## config.mk

```make
export PLATFORM = sky130hd
export DESIGN_NAME = bias_relu
export DESIGN_NICKNAME = d
export VERILOG_FILES = /design/src/rtl/bias_relu.sv
export SDC_FILE = /design/constraint.sdc
export NUM_CORES = 1
export LEC_CHECK = 0
export BUFFER_PORTS_ARGS = -buffer_cell sky130_fd_sc_hd__buf_4
export CAP_MARGIN = 40
export CORE_ASPECT_RATIO = 0.9
export CORE_MARGIN = 2
export CORE_UTILIZATION = 55
export CTS_CLUSTER_DIAMETER = 50
export CTS_CLUSTER_SIZE = 8
export DETAILED_ROUTE_END_ITERATION = 16
export PLACE_DENSITY = 0.75
export SYNTH_ARGS = -nofsm -noshare
export SYNTH_HDL_FRONTEND = slang
export SYNTH_SLANG_ARGS = --single-unit
```

## constraint.sdc

```tcl
create_clock -name clk -period 45.5 [get_ports clk]
set_input_delay 0 -clock clk [delete_from_list [all_inputs] [get_ports clk]]
set_output_delay 0 -clock clk [all_outputs]
set_load 0.02 [all_outputs]
```

## src/rtl/bias_relu.sv

```systemverilog
// bias_relu: adds a per-column bias to a row-major HxW float matrix and
// applies ReLU. One shared single-precision adder (add_float, 2-cycle latency)
// is time-multiplexed across all elements by a small FSM.

module add_float (
  input  logic        clk,
  input  logic        rst_n,
  input  logic        i_start,
  input  logic [31:0] i_a,
  input  logic [31:0] i_b,
  input  logic        i_mode,
  output logic        o_done,
  output logic [31:0] o_result,
  output logic        o_overflow
);
  logic        r_v1;
  logic [31:0] r_a;
  logic [31:0] r_b;
  logic        r_done;
  logic [31:0] r_res;
  logic        r_ovf;

  logic        w_a_nan, w_b_nan, w_a_inf, w_b_inf;
  logic        w_swap, w_eff_sub, w_sign;
  logic [7:0]  w_ea, w_eb, w_el, w_es, w_d;
  logic [23:0] w_sl, w_ss;
  logic [26:0] w_ls, w_sx, w_ss_sh, w_norm;
  logic [27:0] w_sum;
  logic [4:0]  w_lz;
  logic [9:0]  w_exp, w_shift, w_efield;
  logic        w_rnd;
  logic [24:0] w_rsig;
  logic [22:0] w_mant;
  logic [31:0] w_res;
  logic        w_ovf;

  // Stage 1: capture operands; subtract mode folds into the sign of b
  always_ff @(posedge clk or negedge rst_n) begin
    if (!rst_n) begin
      r_v1 <= 1'b0;
      r_a  <= '0;
      r_b  <= '0;
    end else begin
      r_v1 <= i_start;
      if (i_start) begin
        r_a <= i_a;
        r_b <= i_b ^ {i_mode, 31'd0};
      end
    end
  end

  // Align, add, normalize and round-to-nearest-even on the captured operands
  always_comb begin
    w_a_nan   = (&r_a[30:23]) & (|r_a[22:0]);
    w_b_nan   = (&r_b[30:23]) & (|r_b[22:0]);
    w_a_inf   = (&r_a[30:23]) & ~(|r_a[22:0]);
    w_b_inf   = (&r_b[30:23]) & ~(|r_b[22:0]);
    // Denormals use an effective exponent of 1 with no hidden bit
    w_ea      = (r_a[30:23] == 8'd0) ? 8'd1 : r_a[30:23];
    w_eb      = (r_b[30:23] == 8'd0) ? 8'd1 : r_b[30:23];
    w_swap    = (r_b[30:0] > r_a[30:0]);
    w_el      = w_swap ? w_eb : w_ea;
    w_es      = w_swap ? w_ea : w_eb;
    w_sl      = w_swap ? {|r_b[30:23], r_b[22:0]} : {|r_a[30:23], r_a[22:0]};
    w_ss      = w_swap ? {|r_a[30:23], r_a[22:0]} : {|r_b[30:23], r_b[22:0]};
    w_sign    = w_swap ? r_b[31] : r_a[31];
    w_eff_sub = r_a[31] ^ r_b[31];
    w_d       = w_el - w_es;
    w_ls      = {w_sl, 3'b000};
    w_sx      = {w_ss, 3'b000};
    // Bits shifted out of the smaller operand collapse into the sticky bit
    if (w_d >= 8'd27) begin
      w_ss_sh = {26'd0, |w_ss};
    end else begin
      w_ss_sh = (w_sx >> w_d) | {26'd0, |(w_sx << (8'd27 - w_d))};
    end
    w_sum = w_eff_sub ? ({1'b0, w_ls} - {1'b0, w_ss_sh})
                      : ({1'b0, w_ls} + {1'b0, w_ss_sh});
    w_lz = 5'd27;
    for (int k = 0; k < 27; k++) begin
      if (w_sum[k]) w_lz = 5'(26 - k);
    end
    w_shift = 10'd0;
    if (w_sum[27]) begin
      w_norm = {w_sum[27:2], w_sum[1] | w_sum[0]};
      w_exp  = {2'b00, w_el} + 10'd1;
    end else begin
      // Never shift below the minimum exponent: the result becomes denormal
      w_shift = ({5'd0, w_lz} < ({2'b00, w_el} - 10'd1)) ? {5'd0, w_lz}
                                                        : ({2'b00, w_el} - 10'd1);
      w_norm  = w_sum[26:0] << w_shift;
      w_exp   = {2'b00, w_el} - w_shift;
    end
    w_rnd  = w_norm[2] & (w_norm[1] | w_norm[0] | w_norm[3]);
    w_rsig = {1'b0, w_norm[26:3]} + {24'd0, w_rnd};
    if (w_rsig[24]) begin
      w_efield = w_exp + 10'd1;
      w_mant   = w_rsig[23:1];
    end else if (w_rsig[23]) begin
      w_efield = w_exp;
      w_mant   = w_rsig[22:0];
    end else begin
      w_efield = 10'd0;
      w_mant   = w_rsig[22:0];
    end
    w_ovf = 1'b0;
    if (w_a_nan || w_b_nan || (w_a_inf && w_b_inf && w_eff_sub)) begin
      w_res = 32'h7fc00000;
    end else if (w_a_inf) begin
      w_res = r_a;
    end else if (w_b_inf) begin
      w_res = r_b;
    end else if (w_efield >= 10'd255) begin
      w_res = {w_sign, 8'hff, 23'd0};
      w_ovf = 1'b1;
    end else if ((w_sum == 28'd0) && w_eff_sub) begin
      // Exact cancellation yields +0
      w_res = 32'h00000000;
    end else begin
      w_res = {w_sign, w_efield[7:0], w_mant};
    end
  end

  // Stage 2: register the rounded result and its completion strobe
  always_ff @(posedge clk or negedge rst_n) begin
    if (!rst_n) begin
      r_done <= 1'b0;
      r_res  <= '0;
      r_ovf  <= 1'b0;
    end else begin
      r_done <= r_v1;
      if (r_v1) begin
        r_res <= w_res;
        r_ovf <= w_ovf;
      end
    end
  end

  assign o_done     = r_done;
  assign o_result   = r_res;
  assign o_overflow = r_ovf;
endmodule

module bias_relu #(
  parameter int S = 32,
  parameter int H = 2,
  parameter int W = 2
) (
  input  logic             clk,
  input  logic             rst_n,
  input  logic             start,
  input  logic [S*H*W-1:0] mat,
  input  logic [S*W-1:0]   bias,
  output logic [S*H*W-1:0] out,
  output logic             busy,
  output logic             done,
  output logic             nan_flag,
  output logic             overflow_flag
);
  localparam int N  = H * W;
  localparam int IW = (N > 1) ? $clog2(N) : 1;
  localparam int CW = (W > 1) ? $clog2(W) : 1;

  typedef enum logic [2:0] {
    ST_IDLE, ST_ISSUE, ST_WAIT, ST_WRITE, ST_FIN
  } state_t;

  state_t         r_state;
  state_t         w_state_next;
  logic [S*N-1:0] r_mat;
  logic [S*W-1:0] r_bias;
  logic [IW-1:0]  r_idx;
  logic [CW-1:0]  r_col;
  logic           r_first_wait;
  logic [S-1:0]   r_sum;
  logic           r_sum_ovf;
  logic           r_busy;
  logic           r_done;
  logic           r_nan;
  logic           r_ovf;

  logic [S-1:0]   w_op1;
  logic [S-1:0]   w_op2;
  logic [31:0]    w_add_res;
  logic           w_add_start;
  logic           w_add_done;
  logic           w_add_ovf;
  logic           w_sum_nan;
  logic [S-1:0]   w_relu;
  logic           w_last;
  logic           w_capture;

  add_float u_add (
    .clk        (clk),
    .rst_n      (rst_n),
    .i_start    (w_add_start),
    .i_a        (w_op1),
    .i_b        (w_op2),
    .i_mode     (1'b0),
    .o_done     (w_add_done),
    .o_result   (w_add_res),
    .o_overflow (w_add_ovf)
  );

  assign w_last    = (r_idx == IW'(N - 1));
  assign w_capture = (r_state == ST_WAIT) && w_add_done && !r_first_wait;
  assign w_sum_nan = (&r_sum[30:23]) && (|r_sum[22:0]);
  // NaN passes through; any other negative (incl. -0, -inf) clamps to +0
  assign w_relu    = w_sum_nan ? r_sum : (r_sum[31] ? '0 : r_sum);

  // Select the current matrix element and its column bias
  always_comb begin
    w_op1 = '0;
    w_op2 = '0;
    for (int k = 0; k < N; k++) begin
      if (r_idx == IW'(k)) w_op1 = r_mat[S*(N-1-k) +: S];
    end
    for (int k = 0; k < W; k++) begin
      if (r_col == CW'(k)) w_op2 = r_bias[S*(W-1-k) +: S];
    end
  end

  // FSM state register
  always_ff @(posedge clk or negedge rst_n) begin
    if (!rst_n) r_state <= ST_IDLE;
    else        r_state <= w_state_next;
  end

  // FSM next-state and adder start strobe
  always_comb begin
    w_state_next = r_state;
    w_add_start  = 1'b0;
    case (r_state)
      ST_IDLE:  if (start) w_state_next = ST_ISSUE;
      ST_ISSUE: begin
        w_add_start  = 1'b1;
        w_state_next = ST_WAIT;
      end
      ST_WAIT:  if (w_capture) w_state_next = ST_WRITE;
      ST_WRITE: w_state_next = w_last ? ST_FIN : ST_ISSUE;
      ST_FIN:   w_state_next = ST_IDLE;
      default:  w_state_next = ST_IDLE;
    endcase
  end

  // Operand latch, element/column counters, sum capture and sticky flags
  always_ff @(posedge clk or negedge rst_n) begin
    if (!rst_n) begin
      r_mat        <= '0;
      r_bias       <= '0;
      r_idx        <= '0;
      r_col        <= '0;
      r_first_wait <= 1'b0;
      r_sum        <= '0;
      r_sum_ovf    <= 1'b0;
      r_busy       <= 1'b0;
      r_done       <= 1'b0;
      r_nan        <= 1'b0;
      r_ovf        <= 1'b0;
    end else begin
      r_first_wait <= (r_state == ST_ISSUE);
      r_busy       <= (w_state_next == ST_ISSUE) || (w_state_next == ST_WAIT) ||
                      (w_state_next == ST_WRITE);
      r_done       <= (w_state_next == ST_FIN);
      case (r_state)
        ST_IDLE: begin
          if (start) begin
            r_mat  <= mat;
            r_bias <= bias;
            r_idx  <= '0;
            r_col  <= '0;
            r_nan  <= 1'b0;
            r_ovf  <= 1'b0;
          end
        end
        ST_WAIT: begin
          if (w_capture) begin
            r_sum     <= w_add_res;
            r_sum_ovf <= w_add_ovf;
          end
        end
        ST_WRITE: begin
          r_idx <= r_idx + 1'b1;
          r_col <= (r_col == CW'(W - 1)) ? '0 : r_col + 1'b1;
          if (w_sum_nan) r_nan <= 1'b1;
          if (r_sum_ovf) r_ovf <= 1'b1;
        end
        default: ;
      endcase
    end
  end

  for (genvar gi = 0; gi < N; gi++) begin : g_slot
    logic [S-1:0] r_slot;

    // Each output slot changes only in the WRITE cycle of its own element
    always_ff @(posedge clk or negedge rst_n) begin
      if (!rst_n) begin
        r_slot <= '0;
      end else if ((r_state == ST_WRITE) && (r_idx == IW'(gi))) begin
        r_slot <= w_relu;
      end
    end

    assign out[S*(N-gi)-1 -: S] = r_slot;
  end

  assign busy          = r_busy;
  assign done          = r_done;
  assign nan_flag      = r_nan;
  assign overflow_flag = r_ovf;
endmodule

```

==> out/qor.yml <==
layout:
  final_cell_mix: "496 x nand2_1, 461 x dfrtp_1, 369 x buf_4"
  flow.area_growth_from_synthesis_pct: 21.8
  mostFrequentLayoutCell: "nand2_1"
  num-nets-final: 4397
  drive_above_1_share: 0.206
timing:
  rsz0062_at_grt: "false"
  final_period_minus_worst_setup_slack_ps: 19240
  finalHoldWorstSlack_ps: 151
  tightestPinTransition_ps: 1220
  fmaxAchievable_mhz: 52.0
  period_share: 0.423
  finalClockSkew_ps: 57.7
  maxSlewHeadroom: 0.187
  timing.setup.tns_ps: 0
  final_setup_viols: 0
  number_of_hold_slack_violations_in_the_final_timing_report: 0
  finalMaxSlewViolations: 0
setup_path:
  timing.critical_path.fanout_max: 72
  crit_path_top_delay_cell: "or4b_2"
  critPathArrivalTime_ps: 19740
  worstReg2RegStart: "u_add.r_a[11]"
  critical_path.max_stage_delay_ps: 750
  critical_path_required_ps: 46000
  worst_setup_path_startpoint: "u_add.r_a[11]"
  setup.worst_path.start_class: "flop"
  worst_setup_path_end_kind: "flop"
  timing.setup.critical_path_class: "flop to flop"
clock_network:
  cts_hold_buffers_added: 196
  cts_buf_count: 69
  insertion_delay_ps: 640
  cts_tree: "yes"
  cts.htree.levels: 3
  cts.clk_slew.worst_paths_ps: 50
  clock_path_buffers: 3
  post-cts-setup-buffers: 0
  cts_root_buffer: "clkbuf_16"
  cts-resized-gates: 0
  numClockSinks: 462
synthesis:
  synth_enable_flop_cells: 0
  most_area_hungry_cell_type_in_the_yosys_netlist: "dfrtp_1"
  synth-main-ff-cell: "dfrtp_1"
  syn-num-nets: 3987
  unique_masters_post_synth: 128
  post_synth.cell_area_avg_um2: 8.73
  synth_seq_area_share: 0.360
  synthDominantCellAreaShare: 0.360
  yosys_warnings: 0
  post_synth_inst_count: 3685
  yosys-top-cells-area: "dfrtp_1 36%, mux2_2 8.4%, nand2_1 5.8%, o21ai_0 4.9%, ha_1 4.1%"
  syn_area_um2: 32200
  asyncSetResetFlopFracSynth: 1.00
  synth_seq_cells: 462
placed_design:
  port_buffers: 326
  place_congestion: 1.01
  dpl.hpwl_mm: 78.7
drt:
  drc_errors: 0
  dr.first_iter.drc_count: 4066
  detail-route-antenna-nets: 0
  number_of_iterations_in_the_first_detailed_routing_pass: 6
  wirelength_mm: 119
  vias_per_cell: 6.58
  vias: 32175
  drt-wirelength-per-cell_um: 24.4
global_routing:
  gr-total-overflow: 0
  grt_start_max_net_pins: 195
  grt_pass1_wl_mm: 180
  vias_in_the_first_global_route: 30622
  antenna_violations_before_repair: 5
  total_routing_resource_utilization_after_global_routing: 0.382
floorplanning:
  floorplan.initialDensity: 0.553
  floorplan.die_area_um2: 60400
  fp-row-count: 84
  die_width_um: 259
  boundaryPins: 327
  die-height_um: 233
  placeableCoreArea_um2: 58100
min_path:
  min-delay-start: "mat[39]"
  timing.hold.worst.class: "primary input to flop"
outcome:
  result_of_the_run: "finished, final reports clean"
job:
  max_cap_viol_count: 0
==> cell families after synthesis <==
kind of cell,count (synthesis),share of synthesized area
other cells,1,0.000117
simple gates,1261,0.185
fa+ha+maj,109,0.0427
xor+xnor,61,0.0171
buf+inv,367,0.0468
compound gates,1076,0.225
flops,462,0.360
mux,348,0.123
==> flip-flops by register name, indices dropped and copies added, names as in the netlist, 2 cells and up <==
signal,flops
g_slot.r_slot,128
r_bias,64
r_idx,2
r_mat,128
r_state,3
r_sum,32
u_add.o_result,32
u_add.r_a,32
u_add.r_b,32
==> synthesized netlist by cell type (all sizes together), types with 29 or more instances <==
cell type / number
a211oi: 53
a21o: 42
a21oi: 242
a22oi: 39
a31oi: 37
buf: 59
clkbuf: 183
dfrtp: 462
ha: 105
inv: 123
mux2: 243
mux2i: 91
nand2: 504
nand3: 100
nand4: 41
nor2: 300
nor3: 79
nor4: 34
o211ai: 45
o21ai: 334
o2bb2ai: 29
or3: 31
xnor2: 38
==> path summary, 6_finish.rpt <==
kind,to,slack (ps),cells after the start
worst max-delay path,u_add.o_overflow,26260,61
worst min-delay path,r_mat[39],150,3
worst max register to register,u_add.o_overflow,26260,61
worst min register to register,g_slot[1].r_slot[15],470,2
max in group asynchronous,r_bias[16],43060,5
min in group asynchronous,g_slot[1].r_slot[12],400,3
==> layout make-up <==
type	count	area, µm²
Inverter	125	469
Tap cell	774	968
Timing Repair Buffer	581	5050
Antenna cell	6	15.0
Multi-Input combinational cell	2856	19200
Sequential cell	462	11600
Clock buffer	72	1750
Clock inverter	11	189
Fill cell	4384	18900
==> routing by layer <==
metal | GRT usage | share of wire | up-vias
met3 | 0.0689 | 0.092 | 440
met5 | 0 | 0.00021 | -
li1 | - | - | 14258
met1 | 0.508 | 0.39 | 15486
met2 | 0.597 | 0.46 | 1987
met4 | 0.199 | 0.057 | 4
==> through the flow <==
| step | util | setup slack [ps] | instance area (µm²) | cells |
|---|---|---|---|---|
| final | 0.674 | 26260 | 39200 | 4887 |
| after floorplan | - | 30060 | 32200 | 3685 |
| after global placement | 0.602 | 27250 | 35000 | 4583 |
| after detailed placement | 0.606 | 26910 | 35300 | 4602 |
| after global routing | 0.674 | 25100 | 39200 | 4884 |
| after CTS | 0.674 | 26820 | 39200 | 4881 |
==> critical path: cells and delay by family, from the launching register on <==
family                     cells  cell delay, ps
and+or+nand+nor               19            6810
buffers and inverters          7            1850
AOI/OAI and AO/OA             27            7280
xor gates and xnor gates       1             200
DFF                            1             480
muxes                          1             270
adders and majority gates      6            2200
Power is not shown: default switching activity piles up to over one toggle a cycle in this logic, so the estimate is an artifact.
